File: config.mk
export PLATFORM = sky130hd
export DESIGN_NAME = execute_stage_pipe
export DESIGN_NICKNAME = d
export VERILOG_FILES = /design/src/rtl/execute_stage_pipe.sv
export SDC_FILE = /design/constraint.sdc
export NUM_CORES = 1
export LEC_CHECK = 0
export CAP_MARGIN = 20
export CELL_PAD_IN_SITES_DETAIL_PLACEMENT = 1
export CELL_PAD_IN_SITES_GLOBAL_PLACEMENT = 2
export CORE_MARGIN = 1
export CORE_UTILIZATION = 30
export DETAILED_ROUTE_END_ITERATION = 7
export GPL_TIMING_DRIVEN = 0
export PLACE_DENSITY = 0.88
export SLEW_MARGIN = 20
export SYNTH_ARGS = -nofsm -noshare
export SYNTH_HDL_FRONTEND = slang
export SYNTH_SLANG_ARGS = --single-unit
File: constraint.sdc
create_clock -name clk -period 2.35 [get_ports clk]
set_input_delay 0.3525 -clock clk [delete_from_list [all_inputs] [get_ports clk]]
set_output_delay 0.3525 -clock clk [all_outputs]
set_load 0.005 [all_outputs]
File: src/rtl/execute_stage_pipe.sv
// ============================================================================
// execute_stage_pipe
//   Execute stage of the integer pipeline: operand-B select, ALU, branch-target
//   adder and the EX/MEM output register, with a valid/ready handshake on both
//   sides and a flush input. Control bits from decode pass straight through.
//
//   Optional feature (macro EXEC_MULDIV_EN):
//     defined   - iterative MUL (shift-add) / DIVU / REMU (restoring) unit,
//                 one bit per cycle, with an IDLE/BUSY/DONE FSM.
//     undefined - codes 1010/1011/1100 complete in one cycle with result 0,
//                 busy is tied low.
//
// Ports
//   clk, rst          clock (rising edge), asynchronous active-low reset
//   flush             kill the in-flight op and the output slot
//   in_valid/in_ready handshake from decode (accept = in_valid & in_ready)
//   pc, ex_imm, op1, op2, sa, rd_in, alu_src, alu_op   op fields
//   mem_r, mem_w, wb, reg_w, pc_src                    control pass-through
//   out_valid/out_ready handshake to the memory stage
//   branch_addr       pc + (ex_imm << 2)
//   alu_res, zero     result and result==0 flag
//   rd_out, *_out     registered copies of destination and control bits
//   busy              multi-cycle unit active (BUSY or DONE)
// ============================================================================
module execute_stage_pipe #(
    parameter int XLEN       = 32,
    parameter int REG_ADDR_W = 5,
    parameter int SA_W       = $clog2(XLEN)
) (
    input  logic                  clk,
    input  logic                  rst,
    input  logic                  flush,
    input  logic                  in_valid,
    output logic                  in_ready,
    input  logic [XLEN-1:0]       pc,
    input  logic [XLEN-1:0]       ex_imm,
    input  logic [XLEN-1:0]       op1,
    input  logic [XLEN-1:0]       op2,
    input  logic [SA_W-1:0]       sa,
    input  logic [REG_ADDR_W-1:0] rd_in,
    input  logic [1:0]            alu_src,
    input  logic [3:0]            alu_op,
    input  logic                  mem_r,
    input  logic                  mem_w,
    input  logic                  wb,
    input  logic                  reg_w,
    input  logic [1:0]            pc_src,
    output logic                  out_valid,
    input  logic                  out_ready,
    output logic [XLEN-1:0]       branch_addr,
    output logic [XLEN-1:0]       alu_res,
    output logic                  zero,
    output logic [REG_ADDR_W-1:0] rd_out,
    output logic                  mem_r_out,
    output logic                  mem_w_out,
    output logic                  wb_out,
    output logic                  reg_w_out,
    output logic [1:0]            pc_src_out,
    output logic                  busy
);

    typedef struct packed {
        logic       mem_r;
        logic       mem_w;
        logic       wb;
        logic       reg_w;
        logic [1:0] pc_src;
    } ctrl_t;

    ctrl_t                  ctrl_in;
    logic [XLEN-1:0]        b;
    logic [SA_W-1:0]        shamt;
    logic [XLEN-1:0]        alu_comb;
    logic [XLEN-1:0]        branch_comb;
    logic                   slot_free;
    logic                   idle;
    logic                   accept;
    logic                   is_md;
    logic                   load_single;
    logic                   load_md;
    logic [XLEN-1:0]        md_res;
    logic [REG_ADDR_W-1:0]  p_rd;
    ctrl_t                  p_ctrl;
    logic [XLEN-1:0]        p_branch;

    assign ctrl_in     = '{mem_r: mem_r, mem_w: mem_w, wb: wb, reg_w: reg_w, pc_src: pc_src};
    assign branch_comb = pc + (ex_imm << 2);
    assign slot_free   = ~out_valid | out_ready;
    // rst gates in_ready so nothing is accepted while the stage is held in reset.
    assign in_ready    = rst & idle & ~flush & slot_free;
    assign accept      = in_valid & in_ready;
    assign load_single = accept & ~is_md;

    // Operand B select and single-cycle ALU.
    always_comb begin
        // NOTE: every combinational output gets a default first so no latch is inferred.
        b        = op2;
        alu_comb = '0;
        case (alu_src)
            2'b01:   b = ex_imm;
            2'b10:   b = {{(XLEN-SA_W){1'b0}}, sa};
            default: b = op2;
        endcase
        shamt = b[SA_W-1:0];
        case (alu_op)
            4'b0000: alu_comb = op1 & b;
            4'b0001: alu_comb = op1 | b;
            4'b0010: alu_comb = op1 + b;
            4'b0011: alu_comb = op1 - b;
            4'b0100: alu_comb = {{(XLEN-1){1'b0}}, ($signed(op1) < $signed(b))};
            4'b0101: alu_comb = op1 << shamt;
            4'b0110: alu_comb = op1 >> shamt;
            4'b0111: alu_comb = $signed(op1) >>> shamt;
            4'b1000: alu_comb = op1 ^ b;
            4'b1001: alu_comb = ~(op1 | b);
            default: alu_comb = '0;
        endcase
    end

`ifdef EXEC_MULDIV_EN
    typedef enum logic [1:0] {IDLE, BUSY, DONE} state_t;
    typedef enum logic [1:0] {MD_MUL, MD_DIVU, MD_REMU} md_op_t;

    localparam logic [SA_W-1:0] CNT_MAX = SA_W'(XLEN - 1);

    state_t          state;
    md_op_t          md_op;
    logic [SA_W-1:0] count;
    logic [XLEN-1:0] acc;   // MUL: running product; DIV: partial remainder
    logic [XLEN-1:0] aux;   // MUL: shifted multiplicand; DIV: divisor
    logic [XLEN-1:0] q;     // MUL: remaining multiplier; DIV: dividend in / quotient out
    logic [XLEN:0]   rem_shift;
    logic            rem_ge;
    logic [XLEN-1:0] rem_next;

    // Restoring division step. Divisor 0 always subtracts, which yields
    // quotient all-ones and remainder = dividend without special casing.
    assign rem_shift = {acc, q[XLEN-1]};
    assign rem_ge    = rem_shift >= {1'b0, aux};
    assign rem_next  = rem_ge ? XLEN'(rem_shift - {1'b0, aux}) : rem_shift[XLEN-1:0];

    assign is_md   = alu_op inside {4'b1010, 4'b1011, 4'b1100};
    assign idle    = (state == IDLE);
    assign busy    = (state != IDLE);
    assign load_md = (state == DONE) & ~flush & slot_free;

    always_comb begin
        case (md_op)
            MD_DIVU: md_res = q;
            default: md_res = acc;
        endcase
    end

    always_ff @(posedge clk or negedge rst) begin
        if (!rst) begin
            // NOTE: the datapath holding registers are reset too so a reset mid-BUSY leaves no partial result behind.
            state    <= IDLE;
            md_op    <= MD_MUL;
            count    <= '0;
            acc      <= '0;
            aux      <= '0;
            q        <= '0;
            p_rd     <= '0;
            p_ctrl   <= '0;
            p_branch <= '0;
        end else if (flush) begin
            state <= IDLE;
        end else begin
            // NOTE: sequential state uses non-blocking assignments so every register samples pre-edge values.
            case (state)
                IDLE: if (accept && is_md) begin
                    state    <= BUSY;
                    count    <= CNT_MAX;
                    md_op    <= (alu_op == 4'b1010) ? MD_MUL :
                                (alu_op == 4'b1011) ? MD_DIVU : MD_REMU;
                    acc      <= '0;
                    aux      <= b;
                    q        <= op1;
                    p_rd     <= rd_in;
                    p_ctrl   <= ctrl_in;
                    p_branch <= branch_comb;
                end
                BUSY: begin
                    if (md_op == MD_MUL) begin
                        if (q[0]) acc <= acc + aux;
                        aux <= aux << 1;
                        q   <= q >> 1;
                    end else begin
                        acc <= rem_next;
                        q   <= {q[XLEN-2:0], rem_ge};
                    end
                    if (count == '0) state <= DONE;
                    else             count <= count - 1'b1;
                end
                DONE: if (slot_free) state <= IDLE;
                default: state <= IDLE;
            endcase
        end
    end
`else
    assign is_md    = 1'b0;
    assign idle     = 1'b1;
    assign busy     = 1'b0;
    assign load_md  = 1'b0;
    assign md_res   = '0;
    assign p_rd     = '0;
    assign p_ctrl   = '0;
    assign p_branch = '0;
`endif

    // EX/MEM output register. Flush only drops the valid bit; the stale data
    // is harmless because out_valid qualifies it.
    always_ff @(posedge clk or negedge rst) begin
        if (!rst) begin
            out_valid   <= 1'b0;
            alu_res     <= '0;
            zero        <= 1'b0;
            branch_addr <= '0;
            rd_out      <= '0;
            {mem_r_out, mem_w_out, wb_out, reg_w_out, pc_src_out} <= '0;
        end else if (flush) begin
            out_valid <= 1'b0;
        end else if (load_single) begin
            out_valid   <= 1'b1;
            alu_res     <= alu_comb;
            zero        <= (alu_comb == '0);
            branch_addr <= branch_comb;
            rd_out      <= rd_in;
            {mem_r_out, mem_w_out, wb_out, reg_w_out, pc_src_out} <= ctrl_in;
        end else if (load_md) begin
            out_valid   <= 1'b1;
            alu_res     <= md_res;
            zero        <= (md_res == '0);
            branch_addr <= p_branch;
            rd_out      <= p_rd;
            {mem_r_out, mem_w_out, wb_out, reg_w_out, pc_src_out} <= p_ctrl;
        end else if (out_ready) begin
            out_valid <= 1'b0;
        end
    end

endmodule

# ---- Word level (Yosys, flattened, before mapping)
# Index checks and enable logic that the tools add are counted.
dict set report totals {
  elab_cells 47
  ff_bits 77
  inputBits 155
  out_inout_bits 79
}
dict set report op_classes {
  n_addsub 3
  mux 5
  n_shift 3
  reduce_logical 4
  n_lt_le_gt_ge 1
  n_bitwise 10
  eq_ne 11
}
# operator n
set ops {}
lappend ops {{$pmux W32 S10} 1}
lappend ops {{$add A32 B32 Y32} 2}
lappend ops {{$pmux W32 S2} 1}
lappend ops {{$and A32 B32 Y32} 1}
lappend ops {{$logic_not A32 Y1} 1}
lappend ops {{$lt A32 B32 Y1} 1}
lappend ops {{$not A32 Y32} 1}
lappend ops {{$or A32 B32 Y32} 1}
lappend ops {{$shl A32 B5 Y32} 1}
lappend ops {{$shr A32 B5 Y32} 1}
lappend ops {{$sshr A32 B5 Y32} 1}
lappend ops {{$sub A32 B32 Y32} 1}
lappend ops {{$xor A32 B32 Y32} 1}
lappend ops {{$eq A4 B3 Y1 const B} 4}
lappend ops {{$eq A4 B2 Y1 const B} 2}
lappend ops {{$eq A4 B4 Y1 const B} 2}
lappend ops {{$eq A4 B1 Y1 const B} 1}
lappend ops {{$logic_not A4 Y1} 1}
lappend ops {{$and A1 B1 Y1} 3}
lappend ops {{$mux W1} 3}
lappend ops {{$reduce_bool A3 Y1} 1}
lappend ops {{$eq A2 B1 Y1 const B} 1}
lappend ops {{$eq A2 B2 Y1 const B} 1}
lappend ops {{$not A1 Y1} 2}
lappend ops {{other kinds (2)} 2}

# ---- Logic depth before layout (Yosys ltp)
# Gate-level depths: netlist of the first run.
dict set report depth {
  depth_word 6
  depth_mapped 24
  ltp_nobuf 19
}

# ---- Worst setup path after synthesis of the first run
# OpenSTA, ideal clock, no wires.
dict set report synth_path {
  path_type {in2reg}
  startpoint {in alu_src[0]}
  endpoint {reg zero}
  setup_slack_ns -2.821
  cell_stages 23
  arrival_ns 5.094
  path_buffers 5
  t_required_ns 2.274
  setup_time_ns 0.076
  cell_sequence {inv_1 -> ha_1 -> buf_4 -> buf_6 -> a221oi_2 -> nor2_1 -> buf_2 -> buf_2 -> buf_2 -> ha_1 -> fa_1 -> a211oi_1 -> o21ai_1 -> and3_1 -> a211oi_2 -> o211ai_1 -> a221oi_1 -> o211ai_1 -> a41o_1 -> a31oi_1 -> o2111a_1 -> nand4_1 -> o21ai_1}
}
dict set report synth_between {
  elab_chain_len 6
  word_cells_on_any_way 15
  cone_classes {2 x add/sub; 1 x order compare; 2 x eq/ne; 3 x shift; 2 x mux; 4 x bitwise; 1 x reduce/logical}
}
# element line_no
set synth_rtl {}
lappend synth_rtl {{start: declaration} 41} ;# input logic [1:0] alu_src,
lappend synth_rtl {{$eq A2 B2 Y1 / $eq A2 B1 Y1 (equally long branches)} 99} ;# case (alu_src)
lappend synth_rtl {{$pmux W32 S2 (*)} 99}
lappend synth_rtl {{parallel branches: the longest is 2 deep, another holds $sub A32 B32 Y32} --}
lappend synth_rtl {{$pmux W32 S10 (*)} 105} ;# case (alu_op)
lappend synth_rtl {{$logic_not A32 Y1 (*)} 226} ;# zero <= (alu_comb == '0);
lappend synth_rtl {{end signal: assignment} 226}
lappend synth_rtl {{end signal: assignment} 233} ;# zero <= (md_res == '0);
lappend synth_rtl {{end: declaration} 52} ;# output logic zero,
# Every way passes the cells marked *.
# A chain may end at the register's enable or synchronous reset.

# ---- Worst setup path after layout of the first run
# Ends and elaborated chain as after synthesis.

==> results of run 1 <==
## flip-flops by register name (all words and copies together), names as in the netlist
| register | flops |
|---|---|
| branch_addr | 32 |
| out_valid | 1 |
| alu_res | 32 |
| mem_w_out | 1 |
| reg_w_out | 1 |
| rd_out | 5 |
| wb_out | 1 |
| zero | 1 |
| mem_r_out | 1 |
| pc_src_out | 2 |
## worst register-to-register path, stage by stage, from the launching register on
cell and delay, ns:
dfrtp_1 0.38, nand2b_1 0.08, and3b_1 0.24, nand2_1 0.32, a2111oi_4 0.46, nand3_2 0.14
nor3_4 0.30, nand4_1 0.20, nor4_4 0.41, nand4_1 0.20, o21ai_1 0.15
## final timing paths
| check | startpoint | end | slack, ns | depth (start not counted) |
|---|---|---|---|---|
| setup / recovery | alu_src[0] | zero$_DFFE_PN0P_ | -2.43 | 25 |
| hold / removal | rst | branch_addr[20]$_DFFE_PN0P_ | 0.001 | 1 |
| setup reg to reg | out_valid$_DFFE_PN0P_ | zero$_DFFE_PN0P_ | -0.61 | 10 |
| hold reg to reg | alu_res[20]$_DFFE_PN0P_ | alu_res[20]$_DFFE_PN0P_ | 0.48 | 2 |
| max in group asynchronous | rst | branch_addr[2]$_DFFE_PN0P_ | 1.72 | 2 |
| min in group clk | pc[2] | branch_addr[2]$_DFFE_PN0P_ | 0.28 | 4 |
## where the power goes
part           switching, mW  leakage [nW]  internal [mW]  total [mW]
registers              0.176         0.978           1.61        1.79
logic                   5.35          7.64           3.49        8.84
clock network          0.643         0.135          0.751        1.39
total                   6.17          8.76           5.86        12.0
## through the flow
stage	hold slack [ns]	utilization (%)	power (mW)	setup WS, ns
finish	0.00132	47.3	12.0	-2.43
global route	0.0374	47.3	12.4	-2.49
CTS	0.00361	44.9	11.1	-2.25
detailed placement	0.392	38.1	8.40	-4.66
global placement	0.460	38.0	8.33	-4.62
floorplan	0.0569	-	5.24	-2.16
## cell type report
type,count,area share (%)
multi-input cells,1779,61.5
plain buffers,133,5.36
well taps,600,3.48
inverters,105,1.99
clock inverters,6,0.214
clock buffers,10,1.11
repair buffers,396,17.4
flip-flops and latches,77,8.92
## what timing repair did
action                     4_1_cts  5_1_grt
resized for setup              534      208
setup endpoints to repair       69       55
setup buffers                  117       49
pin swaps                      132       99
gates cloned                     2        0
## kinds of logic (layout without fill, tap and decap cells)
family          Yosys count  count (layout)
simple gates            815             815
compound gates          741             741
buf+inv                 244             650
fa+ha+maj               129             129
flops                    77              77
xor+xnor                 68              68
mux                      25              25
other cells               1               1
## synthesized netlist by cell type (all sizes together), types with 11 or more instances
master,number
nor4,24
or3,11
a21o,29
o21bai,13
a221o,12
nand3,142
a2111oi,12
a221oi,33
o22ai,32
a21oi,130
xnor2,45
nand4,16
buf,44
dfrtp,77
nand2b,14
nor2,144
nor3,53
nor2b,15
a31oi,34
nand2,345
mux2i,21
inv,102
clkbuf,95
o211ai,50
a22oi,15
a211oi,28
o21ai,243
ha,127
o21a,20
xor2,23
## per-layer routing
layer | routed length, µm | vias up | track usage [%]
met5 | 0 | - | 0
met1 | 43900 | 10200 | 57.1
met3 | 10400 | 256 | 9.79
met4 | 5280 | 0 | 18.2
li1 | - | 8548 | -
met2 | 43300 | 1213 | 60.9
==> run metrics, run 1 <==
status finished, violations left; failing checks setup timing; Die H 218 µm; via-per-instance ratio 6.51; multi-input logic area 13,300 µm²; fmax 0.209 GHz; clk_lat worst skew 0.36 ns; Critical-path top delay cell fa_2; EDFF count, synth 0; syn nets 2,384; Synth async-reset ratio 100%; data arrival time of the worst path 5.07 ns; Residual DRC 0; Fill cells 5,541; area leader, netlist dfrtp_1; CTS clk-pin slew, worst paths 0.06 ns; CP startpoint kind primary input; DIE AREA 47,400 µm²; mean post-synth cell area 6.65 µm²; Fin Clk Skew 0.00513 ns; Clock Path Buffers 2; CTS tree built; post-route setup slack -2.43 ns; antenna cells 0; Leak 8.76 nW; largest family of logic cells by synthesized area compound AO/OA/AOI/OAI gates; # setup viols final 46; Num CTS Buffers 9; max-cap viol count 0; Post-DP Area 17,400 µm²; Required @ worst endpoint 2.64 ns; Area contributors post-synth dfrtp_1 14%, ha_1 11%, nand2_1 9.3%; Setup TNS -60.09 ns; total clock sinks 77; Synth Cell Area 14,000 µm²; Simple-Gate Fraction of Synth Area 26.6%; Synth Area in Compound Gates 34.8%; GRT overflow 0; WS Path Type in2reg; Yosys Warn Count 0; relative slew slack 30.0%; crit path max fanout 7; Final Cycle Share 203%; Initial Util 30.6%; peak supply drop 0.395 mV; Netlist cell types 93; dpl hpwl 79.9 mm; vias 20,200; # port buffers 232; predominant post-synthesis flop cell dfrtp_1; Placer Congestion 1.03; Starting DRT DRC Count 2,392; crit-path leading delay family compound AO/OA/AOI/OAI gates; Pins Over Slew Limit 0; drt first pass iters 5; PwrDens 557 nW/µm²; Final #Nets 2,785; area fraction of the dominant cell type after synthesis 13.8%; Synth Area in XOR/XNOR 4.27%; final instance area 21,600 µm²; Antenna Nets Post-Route 0; CTS Hold Bufs 0; post-synthesis sequential area ratio 13.8%; Critical Path Sink Type flop; WP buf/inv 8; CP peak stage delay 0.37 ns; minimum clock period 4.78 ns; Core ar. 45,700 µm²; Synth Area in Adders 11.7%; RSZ-0062 raised after global routing true; most frequent cells in the layout 325 x nand2_1, 204 x clkdlybuf4s50_1, 134 x buf_4, 130 x nor2_1, 130 x nand3_1; wire length per cell 33.1 µm; final hold vios 0; Routed WL 103 mm; most common cell after layout, fill and taps aside nand2_1; Boundary Pins 234; Root Buffer Master clkbuf_16; H-tree Lvls 3; first-pass GRT wire length 142 mm; crit-path most repeated cell buf_8; worst slew pin tran 1.04 ns; area delta synth->final 54.6%; Cell Rows 78; Global Route Usage Sum 41.4%; min-delay worst type in2async; multiplexer area fraction after synthesis 1.83%; Seq cells post-synth 77; antenna violations before repair 1; non-filler cells, final 3,106; DIE WIDTH 218 µm; layout cells sized above 1 25.3%; Seq. cell area 1930 µm²; Gate Count Post-Synth 2,100; pin count of the biggest net entering global routing 43; placed cell count 2,935; vias in the first global route 19,700
Note: power is estimated with default switching activity, not from simulation.
==> run 2, diff against run 1 <==
Settings changed: CORE_ASPECT_RATIO set to 2, HOLD_SLACK_MARGIN set to 0.03.
==> run 2 against run 1 <==
Net effect:
- synthesized cell count unchanged
- area after synthesis unchanged
- the run now fails in global routing (5_1_grt)
==> run metrics, run 2 <==
EDFF count, synth 0 (unchanged); post-synthesis sequential area ratio 13.8% (unchanged); Area contributors post-synth dfrtp_1 14%, ha_1 11%, nand2_1 9.3%; Synth Cell Area 14,000 µm² (unchanged); syn nets 2,384 (unchanged); Netlist cell types 93 (unchanged); vias in the first global route 24,200; total clock sinks 77 (unchanged); Global Route Usage Sum 54.4%; Root Buffer Master clkbuf_16; Synth top cells by count 345 x nand2_1, 237 x o21ai_0, 143 x nor2_1, 142 x nand3_1, 129 x a21oi_1; area fraction of the dominant cell type after synthesis 13.8% (unchanged); Boundary Pins 234 (unchanged); Seq cells post-synth 77 (unchanged); dpl ws -5.21 ns (-0.548 ns); H-tree Lvls 3 (unchanged); Cell Rows 111 (+42%); GRT overflow 18; first-pass GRT wire length 183 mm; status aborted with a tool error; area leader, netlist dfrtp_1; Yosys Warn Count 0 (unchanged); pin count of the biggest net entering global routing 40; predominant post-synthesis flop cell dfrtp_1; Gate Count Post-Synth 2,100 (unchanged); mean post-synth cell area 6.65 µm² (unchanged); Halt Stage global routing (5_1_grt); Initial Util 30.5% (-0.11 points); dpl hpwl 90.3 mm (+13%); Num CTS Buffers 9 (unchanged); Placer Congestion 1.09 (+5.6%); Die H 307 µm (+41%); # port buffers 232 (unchanged); Synth async-reset ratio 100% (unchanged); Clock Path Buffers 2 (unchanged); DIE WIDTH 155 µm (-29%); cell with the most instances after synthesis nand2_1; Halt Reason [ERROR GRT-0116] Global routing finished with congestion. Check the congestion regions in the DRC Viewer.
run 2: cell counts after synthesis:
Identical to the previous run, type by type.
run 2: what timing repair did:
item	in CTS
endpoints found under the setup margin	77
pin swaps	143
hold buffers	4
cloned	4
resized for setup	574
endpoints found under the hold margin	25
setup buffers	140
run 2: metrics by stage:
step	cells	hold WS, ns	cell area [µm²]	setup TNS, ns
4_1_cts	3059	0.103	20900	-55.87
3_3_place_gp	2897	0.460	17300	-424.96
3_5_place_dp	2900	0.300	17400	-158.09
2_1_floorplan	2100	0.0569	14300	-49.45
run 2: metal layers:
metal / track usage, % / overflow
met5: 0.529 / 0
met4: 62.3 / 10
met3: 21.5 / 0
met2: 87.0 / 8
met1: 49.2 / 0
run 2: cell families after synthesis:
group           share of synthesized area (%)
flops                                    13.8
compound gates                           34.8
xor+xnor                                 4.27
other cells                            0.0269
fa+ha+maj                                11.7
simple gates                             26.6
buf+inv                                  6.99
mux                                      1.83
==> run 3, diff against run 2 <==
Settings changed: CELL_PAD_IN_SITES_DETAIL_PLACEMENT 1 to unset, CELL_PAD_IN_SITES_GLOBAL_PLACEMENT 2 to unset, CORE_ASPECT_RATIO 2 to unset, CORE_UTILIZATION 30 to 20, HOLD_SLACK_MARGIN 0.03 to unset, PLACE_DENSITY 0.88 to unset, PLACE_DENSITY_LB_ADDON set to 0.15.
==> run 3 against run 2 <==
Net effect:
- the flow now finishes, with violations (setup timing)
==> run metrics, run 3 (same netlist as run 1, synthesis figures left out) <==
pin count of the biggest net entering global routing 44; Critical-path top delay cell fa_2; RSZ-0062 raised after global routing true; met2 usage in global routing 43.8%; total power draw 12.1 mW; Initial Util 20.3% (-10 points); vias in the first global route 18,500; dpl hpwl 79.5 mm (-12%); Fill cells 7,411; Seq. cell area 1930 µm²; CP startpoint kind primary input; dpl ws -4.85 ns (+0.360 ns); Core ar. 68,800 µm²; CTS clk-pin slew, worst paths 0.07 ns; WP buf/inv 8; top flop regs alu_res x32, branch_addr x32, rd_out x5; most frequent cells in the layout 331 x nand2_1, 202 x clkdlybuf4s50_1, 152 x buf_4, 136 x nand3_1, 130 x nor2_1; clk_lat worst skew 0.35 ns; most common cell after layout, fill and taps aside nand2_1; global routing usage on met3 4.25%; Fin Clk Skew 0.0121 ns; Global Route Usage Sum 27.1%; Pins Over Slew Limit 0; area delta synth->final 59.8%; Starting DRT DRC Count 2,072; post-route setup slack -2.45 ns; PwrDens 541 nW/µm²; final hold vios 0; Final Cycle Share 204%; max-cap viol count 0; Antenna Nets Post-Route 0; CP peak stage delay 0.38 ns; Root Buffer Master clkbuf_16; antenna cells 0; Required @ worst endpoint 2.62 ns; failing checks setup timing; non-filler cells, final 3,454; vias 19,300; first-pass GRT wire length 138 mm; drt first pass iters 6; Num CTS Buffers 9 (unchanged); final core occ 32.4%; min-delay worst type in2async; Boundary Pins 234 (unchanged); Final #Nets 2,802; total clock sinks 77 (unchanged); Cell Rows 96 (-14%); Routed WL 99.8 mm; WS Path Type in2reg; fmax 0.209 GHz; # setup viols final 47; grt peak-use layer met2; antenna violations before repair 1; placed cell count 3,264 (+13%); # port buffers 232 (unchanged); peak supply drop 0.427 mV; Clock Path Buffers 2 (unchanged); crit-path most repeated cell buf_8; Critical Path Sink Type flop; Die H 266 µm (-13%); H-tree Lvls 3 (unchanged); data arrival time of the worst path 5.07 ns; Leak 8.85 nW; wire length per cell 28.9 µm; met1 Track Usage GR 35.4%; worst slew pin tran 1.12 ns; DIE AREA 70,900 µm²; DIE WIDTH 266 µm (+72%); Residual DRC 0; Placer Congestion 1.03 (-5.9%); relative slew slack 25.3%; layout cells sized above 1 26.0%; crit-path leading delay family compound AO/OA/AOI/OAI gates; status finished, violations left; crit path max fanout 5; minimum clock period 4.80 ns; worst hold margin 0.0224 ns; via-per-instance ratio 5.58; CTS tree built; multi-input logic area 13,400 µm²; r2r setup slk -0.72 ns; GRT overflow 0
-- run 3: layer usage --
| layer | up-vias | wire [µm] |
|---|---|---|
| li1 | 8583 | - |
| met3 | 196 | 6770 |
| met4 | 2 | 5170 |
| met2 | 911 | 45600 |
| met1 | 9575 | 42200 |
| met5 | - | 12 |
-- run 3: timing repair --
item / in CTS / in global routing
cloned: 4 / 0
pin swaps: 135 / 118
hold buffers: 0 / 1
endpoints found under the hold margin: 0 / 34
gates resized for setup: 552 / 202
setup buffers: 125 / 56
endpoints found under the setup margin: 77 / 57
-- run 3: metrics by stage --
step           setup TNS, ns  instance area (µm²)
6_report              -58.45                22300
5_1_grt               -62.17                22300
4_1_cts               -54.47                21100
3_5_place_dp         -153.75                17800
3_3_place_gp         -463.57                17800
2_1_floorplan         -49.45                14300
-- run 3: cell type report --
type	count	share of cell area, %
flip-flops and latches	77	8.64
well taps	931	5.22
clock buffers	10	1.07
plain buffers	130	5.00
repair buffers	416	17.8
inverters	105	1.97
clock inverters	6	0.314
multi-input cells	1779	60.0
-- run 3: final timing paths --
check / cells past startpoint / start / endpoint
worst max-delay path: 25 / alu_src[0] / zero$_DFFE_PN0P_
worst min-delay path: 2 / rst / branch_addr[31]$_DFFE_PN0P_
worst max register to register: 10 / out_valid$_DFFE_PN0P_ / zero$_DFFE_PN0P_
worst min register to register: 2 / pc_src_out[1]$_DFFE_PN0P_ / pc_src_out[1]$_DFFE_PN0P_
max in group asynchronous: 2 / rst / alu_res[10]$_DFFE_PN0P_
min in group clk: 4 / pc[2] / branch_addr[2]$_DFFE_PN0P_
-- run 3: power by group --
group          switching, mW  leakage, nW  internal, mW
clock                  0.636        0.153         0.861
combinational           5.18         7.72          3.60
sequential             0.172        0.978          1.61
